==> src/rtl/reg_write_decoder.sv <==
// rtl/reg_write_decoder.sv - round-robin register-file write-port arbiter with registered one-hot decode
// Optional ZERO_REG_SUPPRESS_EN: grants to address 2^ADDR_W-1 are consumed but produce no write.
module reg_write_decoder #(
  parameter  int ADDR_W   = 5,
  parameter  int CHANNELS = 2,
  parameter  int CNT_W    = 16,
  localparam int CH_W     = (CHANNELS > 1) ? $clog2(CHANNELS) : 1,
  localparam int NREG     = 1 << ADDR_W
) (
  input  logic                         clk,
  input  logic                         reset,
  input  logic                         en,
  input  logic [CHANNELS-1:0]          req_valid,
  input  logic [CHANNELS*ADDR_W-1:0]   req_addr,
  output logic [CHANNELS-1:0]          req_ready,
  output logic [NREG-1:0]              wr_en,
  output logic                         wr_valid,
  output logic [ADDR_W-1:0]            wr_addr,
  output logic [CH_W-1:0]              wr_chan,
  output logic [CNT_W-1:0]             stall_cnt
);

  logic [CH_W-1:0]     rr_ptr_q, rr_ptr_d;
  logic [NREG-1:0]     wr_en_q, wr_en_d;
  logic                wr_valid_q, wr_valid_d;
  logic [ADDR_W-1:0]   wr_addr_q, wr_addr_d;
  logic [CH_W-1:0]     wr_chan_q, wr_chan_d;
  logic [CNT_W-1:0]    stall_cnt_q, stall_cnt_d;

  logic [CHANNELS-1:0] grant_vec;
  logic                grant_any;
  logic [CH_W-1:0]     grant_idx;
  logic [CH_W:0]       cand;
  logic [ADDR_W-1:0]   grant_addr;
  logic                zero_hit;
  logic [CH_W:0]       stall_inc;
  logic [CNT_W:0]      stall_sum;

  // Search starts at rr_ptr and wraps; reset gating keeps ready low while held in reset.
  always_comb begin
    grant_vec = '0;
    grant_any = 1'b0;
    grant_idx = '0;
    cand      = '0;
    for (int k = 0; k < CHANNELS; k++) begin
      cand = {1'b0, rr_ptr_q} + (CH_W+1)'(k);
      if (cand >= (CH_W+1)'(CHANNELS)) begin
        cand = cand - (CH_W+1)'(CHANNELS);
      end
      if (!grant_any && en && reset && req_valid[cand[CH_W-1:0]]) begin
        grant_any                  = 1'b1;
        grant_idx                  = cand[CH_W-1:0];
        grant_vec[cand[CH_W-1:0]]  = 1'b1;
      end
    end
  end

  assign req_ready  = grant_vec;
  assign grant_addr = req_addr[grant_idx*ADDR_W +: ADDR_W];

`ifdef ZERO_REG_SUPPRESS_EN
  assign zero_hit = (grant_addr == {ADDR_W{1'b1}});
`else
  assign zero_hit = 1'b0;
`endif

  always_comb begin
    rr_ptr_d    = rr_ptr_q;
    wr_en_d     = '0;
    wr_valid_d  = 1'b0;
    wr_addr_d   = wr_addr_q;
    wr_chan_d   = wr_chan_q;
    if (grant_any) begin
      rr_ptr_d   = (grant_idx == CH_W'(CHANNELS-1)) ? '0 : grant_idx + CH_W'(1);
      wr_addr_d  = grant_addr;
      wr_chan_d  = grant_idx;
      wr_valid_d = !zero_hit;
      wr_en_d    = zero_hit ? '0 : (NREG'(1) << grant_addr);
    end
  end

  // Only need to detect overflow past the top bit: one cycle adds at most CHANNELS.
  always_comb begin
    stall_inc = '0;
    for (int c = 0; c < CHANNELS; c++) begin
      stall_inc = stall_inc + (CH_W+1)'(req_valid[c] & ~grant_vec[c]);
    end
    stall_sum   = {1'b0, stall_cnt_q} + (CNT_W+1)'(stall_inc);
    stall_cnt_d = stall_sum[CNT_W] ? {CNT_W{1'b1}} : stall_sum[CNT_W-1:0];
  end

  always_ff @(posedge clk or negedge reset) begin
    if (!reset) begin
      rr_ptr_q    <= '0;
      wr_en_q     <= '0;
      wr_valid_q  <= 1'b0;
      wr_addr_q   <= '0;
      wr_chan_q   <= '0;
      stall_cnt_q <= '0;
    end else begin
      rr_ptr_q    <= rr_ptr_d;
      wr_en_q     <= wr_en_d;
      wr_valid_q  <= wr_valid_d;
      wr_addr_q   <= wr_addr_d;
      wr_chan_q   <= wr_chan_d;
      stall_cnt_q <= stall_cnt_d;
    end
  end

  assign wr_en     = wr_en_q;
  assign wr_valid  = wr_valid_q;
  assign wr_addr   = wr_addr_q;
  assign wr_chan   = wr_chan_q;
  assign stall_cnt = stall_cnt_q;

endmodule

==> config.mk <==
export PLATFORM = sky130hd
export DESIGN_NAME = reg_write_decoder
export DESIGN_NICKNAME = d
export VERILOG_FILES = /design/src/rtl/reg_write_decoder.sv
export SDC_FILE = /design/constraint.sdc
export NUM_CORES = 1
export LEC_CHECK = 0
export CORE_MARGIN = 2
export CORE_UTILIZATION = 45
export CTS_BUF_LIST = sky130_fd_sc_hd__clkbuf_4
export DETAILED_ROUTE_END_ITERATION = 6
export PLACE_DENSITY = 0.78
export SLEW_MARGIN = 30
export SYNTH_ARGS = -nofsm -noshare
export SYNTH_HDL_FRONTEND = slang
export SYNTH_SLANG_ARGS = --single-unit
==> constraint.sdc <==
create_clock -name clk -period 2.82 [get_ports clk]
set_clock_uncertainty 0.15 [all_clocks]
set_input_delay 0.705 -clock clk [delete_from_list [all_inputs] [get_ports clk]]
set_output_delay 0.705 -clock clk [all_outputs]
set_load 0.02 [all_outputs]
==> reports/metrics.sh, run 1 <==
RESULT_OF_THE_RUN='completed'
CLOCK-ROOT-BUFFER='sky130_fd_sc_hd__clkbuf_4'
REG2REG_SETUP_SLACK_PS=160
FINALWORSTSETUPSLACK_PS=157
POWER.STATIC_LEAKAGE_nW=1.73
TIMING.FINAL.HOLD_VIOLATIONS=0
TIGHTESTPINTRANSITION_PS=703
DRT_ITER0_MARKERS=157
CTS_INSERTED_BUFFERS=5
MAX-VDD-IR-DROP_uV=332
FLOORPLAN.DIE.WIDTH_MICRONS=81.3
FINAL_CORE_UTILIZATION_PCT=64.1
TOTAL_WIRE_LENGTH_AFTER_DETAILED_ROUTING_MICRONS=6390
GRT_PASS1_WL_MICRONS=10200
FIN_WORST_HOLD_SLACK_PS=318
YOSYS_MOST_USED_DFF='sky130_fd_sc_hd__dfrtp_1'
SYN-CELL-AREA_SQ_UM=2690
NETLIST_TOP_CELLS_AREA='sky130_fd_sc_hd__dfrtp_1 (52%), sky130_fd_sc_hd__nor2_1 (5.3%), sky130_fd_sc_hd__mux2i_1 (4.8%), sky130_fd_sc_hd__nand2_1 (4.0%), sky130_fd_sc_hd__xnor2_1 (3.3%)'
WORST_SETUP_PATH_START_KIND='register'
POWER.DENSITY_nW_PER_UM2=534
POST_ROUTE_CELLS_DRIVE_ABOVE_1_SHARE_PCT=17.5
COMPOUND_CELL_AREA_SHARE_OF_THE_YOSYS_NETLIST_PCT=5.63
CLKSLEWWORSTSETUPHOLDPATHS_PS=170
MAXCLOCKFREQUENCY_GHz=0.376
DPL.HPWL_MICRONS=4610
SYNTH-EDFF-COUNT=0
CP_DATA_REQUIRED_TIME_PS=3000
ANT_NETS=0
COMB_POWER_SHARE_PCT=32.5
GLOBAL_ROUTE.OVERFLOW_TOTAL=0
SYNTHXORXNORAREAFRAC_PCT=3.58
GRT_MAX_DEGREE=58
SYNTH_SEQ_AREA_SHARE_PCT=52.1
FINAL-MAX-SLEW-VIOLATION-COUNT=0
MAIN_COMBINATIONAL_CELL_FAMILY_BY_AREA_AFTER_SYNTHESIS='simple AND/OR/NAND/NOR gates'
SYN_NETS=280
SYNTH_SIMPLE_GATE_AREA_SHARE_PCT=26.1
LAYOUT_WORST_PATH_CYCLE_SHARE_PCT=94.4
CRITPATHARRIVALTIME_PS=2840
VIAS_IN_THE_FIRST_GLOBAL_ROUTE=2119
TIMING.MAX_SLEW.REL_SLACK_PCT=53.1
SYNTH_WARNINGS=0
FINALWORSTPATHREQUIREDPERIOD_PS=2660
IO_PINS=72
COUNT_OF_NETS_AFTER_FINISHING=378
SYNTHADDERAREAFRAC_PCT=2.14
H-TREE-DEPTH=2
YOSYS.CELL_TYPES.COUNT=48
SYN_AVG_CELL_AREA_SQ_UM=10.3
AVGROUTEDWIREPERCELL_MICRONS=14.7
SYNTH_CELLS=261
INTPOWER_mW=1.30
SEQPWRFRAC_PCT=48.8
MAX_CAPACITANCE_VIOLATION_COUNT=0
SYNTH_ASYNC_RESET_RATIO_PCT=100
MUX_CELL_AREA_SHARE_AFTER_SYNTHESIS_PCT=6.28
PLACEMENT.IO_BUFFERS=71
TIMING.CRITICAL_PATH.FANOUT_MAX=4
RR_WORST_DEPTH=11
R2R_END='stall_cnt[12]'
STARTING_UTILIZATION_OF_THE_CORE_AREA_PCT=46.0
AVGVIACOUNTPERCELL=5.29
DESIGN.DIE.AREA_SQ_UM=6610
DIEHEIGHT_MICRONS=81.3
SYN_TO_FINAL_GROWTH_PCT=39.4
MIN_PATH_TYPE='in2async'
DRC=0
GP_CONGESTION=0.895
CLK_LATENCY_PS=390
REGTOREGSTARTPOINT='rr_ptr_q'
CRITPATHCAPTURETYPE='register'
SETUP_VIOL=0
CTS_TREE='done'
SYNTH.FF_LATCH_COUNT=56
CLOCK_TREE.BUFFER_DEPTH=2
GRT.TOTAL_USAGE_PCT=20.0
RSZ_0062_RAISED_AFTER_GLOBAL_ROUTING='false'
N_ANTENNA_CELL=0
CLOCK_POWER_SHARE_PCT=18.7
VIA_COUNT=2302
SWITCHING_POWER_mW=0.703
FP-ROW-COUNT=28
DRT-PASS1-ITER-COUNT=4
ANTENNA_VIOLATIONS_BEFORE_REPAIR=0
SYNTH_TOP_CELL_BY_AREA='sky130_fd_sc_hd__dfrtp_1'
CORE_AREA_SQ_UM=5850
POWER_SWITCHING_SHARE_PCT=35.1
DPL_WORST_SLACK_PS=-690
NUMCLOCKSINKS=56
SYNTHDOMINANTCELLAREASHARE_PCT=52.1
CRIT_TYPE='reg2reg'
==> state kept, by name, indices dropped and copies added, names as in the netlist <==
register,flops
wr_en,32
stall_cnt,16
wr_addr,5
rr_ptr_q,1
wr_chan,1
wr_valid,1
==> cells in the mapped netlist (all sizes together), types with 2 or more instances <==
cell type and count:
nand4 3, mux2i 15, a31oi 4, o311a 2, clkbuf 4, nand2 29
a32o 2, xnor2 10, nand4b 2, nand2b 3, ha 3, nand3 8
o21ai 9, buf 8, and2 2, inv 12, nor2 38, nor4b 2
nor2b 11, nor3 11, dfrtp 56, nor4bb 4, nor4 9
==> through the flow <==
stage	area (sq um)	power [mW]	setup TNS [ps]	cells
CTS	3750	2.01	0	434
floorplan	2710	1.32	-4130	261
detailed placement	3620	1.62	-10460	419
global placement	3620	1.60	-9580	419
finish	3750	2.00	0	435
global route	3750	2.11	0	435
==> logic make-up (layout without fill, tap and decap cells) <==
logic type,Yosys count,count (layout)
muxes,16,16
xor gates and xnor gates,11,11
and+or+nand+nor,128,128
DFF,56,56
adders and majority gates,4,4
buffers and inverters,24,123
AOI/OAI and AO/OA,22,22
==> power by group through the flow <==
| stage | registers [mW] | clock network, mW | logic [mW] |
|---|---|---|---|
| 6_report | 0.978 | 0.375 | 0.651 |
| 5_1_grt | 0.990 | 0.419 | 0.704 |
| 2_1_floorplan | 1.07 | 0 | 0.254 |
| 4_1_cts | 0.978 | 0.386 | 0.649 |
| 3_3_place_gp | 0.989 | 0 | 0.615 |
| 3_5_place_dp | 0.992 | 0 | 0.624 |
==> area by class of cell <==
type	count	area, sq um
inverters	12	48.8
repair buffers	103	936
clock buffers	5	37.5
multi-input cells	181	1210
well taps	75	93.8
flip-flops and latches	56	1400
fillers	481	2100
clock inverters	3	27.5
==> worst max-delay path by stage <==
stage	start	to	slack (ps)	depth (start not counted)
floorplan	reset	stall_cnt[12]	-360	14
global placement	en	stall_cnt[10]	-620	12
detailed placement	en	stall_cnt[12]	-690	12
CTS	en	stall_cnt[12]	1	12
global route	rr_ptr_q	stall_cnt[12]	10	11
finish	rr_ptr_q	stall_cnt[12]	160	11
==> layout by cell type (no fill, tap or decap), types with 3 or more instances in the layout <==
cell type,Yosys,routed
sky130_fd_sc_hd__nor4bb_1,4,4
sky130_fd_sc_hd__mux2i_1,13,13
sky130_fd_sc_hd__clkbuf_2,0,3
sky130_fd_sc_hd__clkbuf_4,0,5
sky130_fd_sc_hd__xnor2_1,10,10
sky130_fd_sc_hd__clkdlybuf4s50_1,0,65
sky130_fd_sc_hd__nor3_1,10,10
sky130_fd_sc_hd__nand2_1,29,29
sky130_fd_sc_hd__nand3_1,6,6
sky130_fd_sc_hd__nor4_1,7,6
sky130_fd_sc_hd__nor2_1,38,38
sky130_fd_sc_hd__inv_1,11,9
sky130_fd_sc_hd__buf_4,1,30
sky130_fd_sc_hd__a31oi_1,4,4
sky130_fd_sc_hd__nor2b_1,11,11
sky130_fd_sc_hd__o21ai_0,6,6
sky130_fd_sc_hd__dfrtp_1,56,56
sky130_fd_sc_hd__nand4_1,3,3
==> worst max-delay path, stage by stage, from the launching register on <==
cell and delay, ps:
sky130_fd_sc_hd__dfrtp_1 460, sky130_fd_sc_hd__a21boi_2 180, sky130_fd_sc_hd__nand2_1 90, sky130_fd_sc_hd__and2_1 160, sky130_fd_sc_hd__ha_1 270, sky130_fd_sc_hd__ha_2 180, sky130_fd_sc_hd__inv_2 50, sky130_fd_sc_hd__fa_2 360
sky130_fd_sc_hd__nand2b_4 180, sky130_fd_sc_hd__nor3_4 150, sky130_fd_sc_hd__and4_1 220, sky130_fd_sc_hd__mux2i_1 180
==> per-layer routing <==
| layer | track usage, % | share of wire [%] | vias up |
|---|---|---|---|
| met2 | 30.2 | 48 | 86 |
| met1 | 28.6 | 44 | 1118 |
| met4 | 6.78 | 0.99 | 0 |
| met5 | 0 | 0 | - |
| li1 | - | - | 1090 |
| met3 | 4.00 | 6.9 | 8 |
==> what timing repair did <==
item,in CTS,in global routing
gates resized for setup,15,5
pin swaps,6,3
setup buffers,7,1
hold endpoints to repair,0,0
endpoints found under the setup margin,18,15
hold buffers,0,0
Note: power is estimated with default switching activity, not from simulation.
==> run 2, diff against run 1 <==
--- a/config.mk
+++ b/config.mk
@@ -9,6 +9,7 @@
 export CORE_UTILIZATION = 45
 export CTS_BUF_LIST = sky130_fd_sc_hd__clkbuf_4
 export DETAILED_ROUTE_END_ITERATION = 6
+export HOLD_SLACK_MARGIN = 0.05
 export PLACE_DENSITY = 0.78
 export SLEW_MARGIN = 30
 export SYNTH_ARGS = -nofsm -noshare
==> results of run 2 <==
Same layout as run 1: the final DEF is identical, and so are final timing and power.
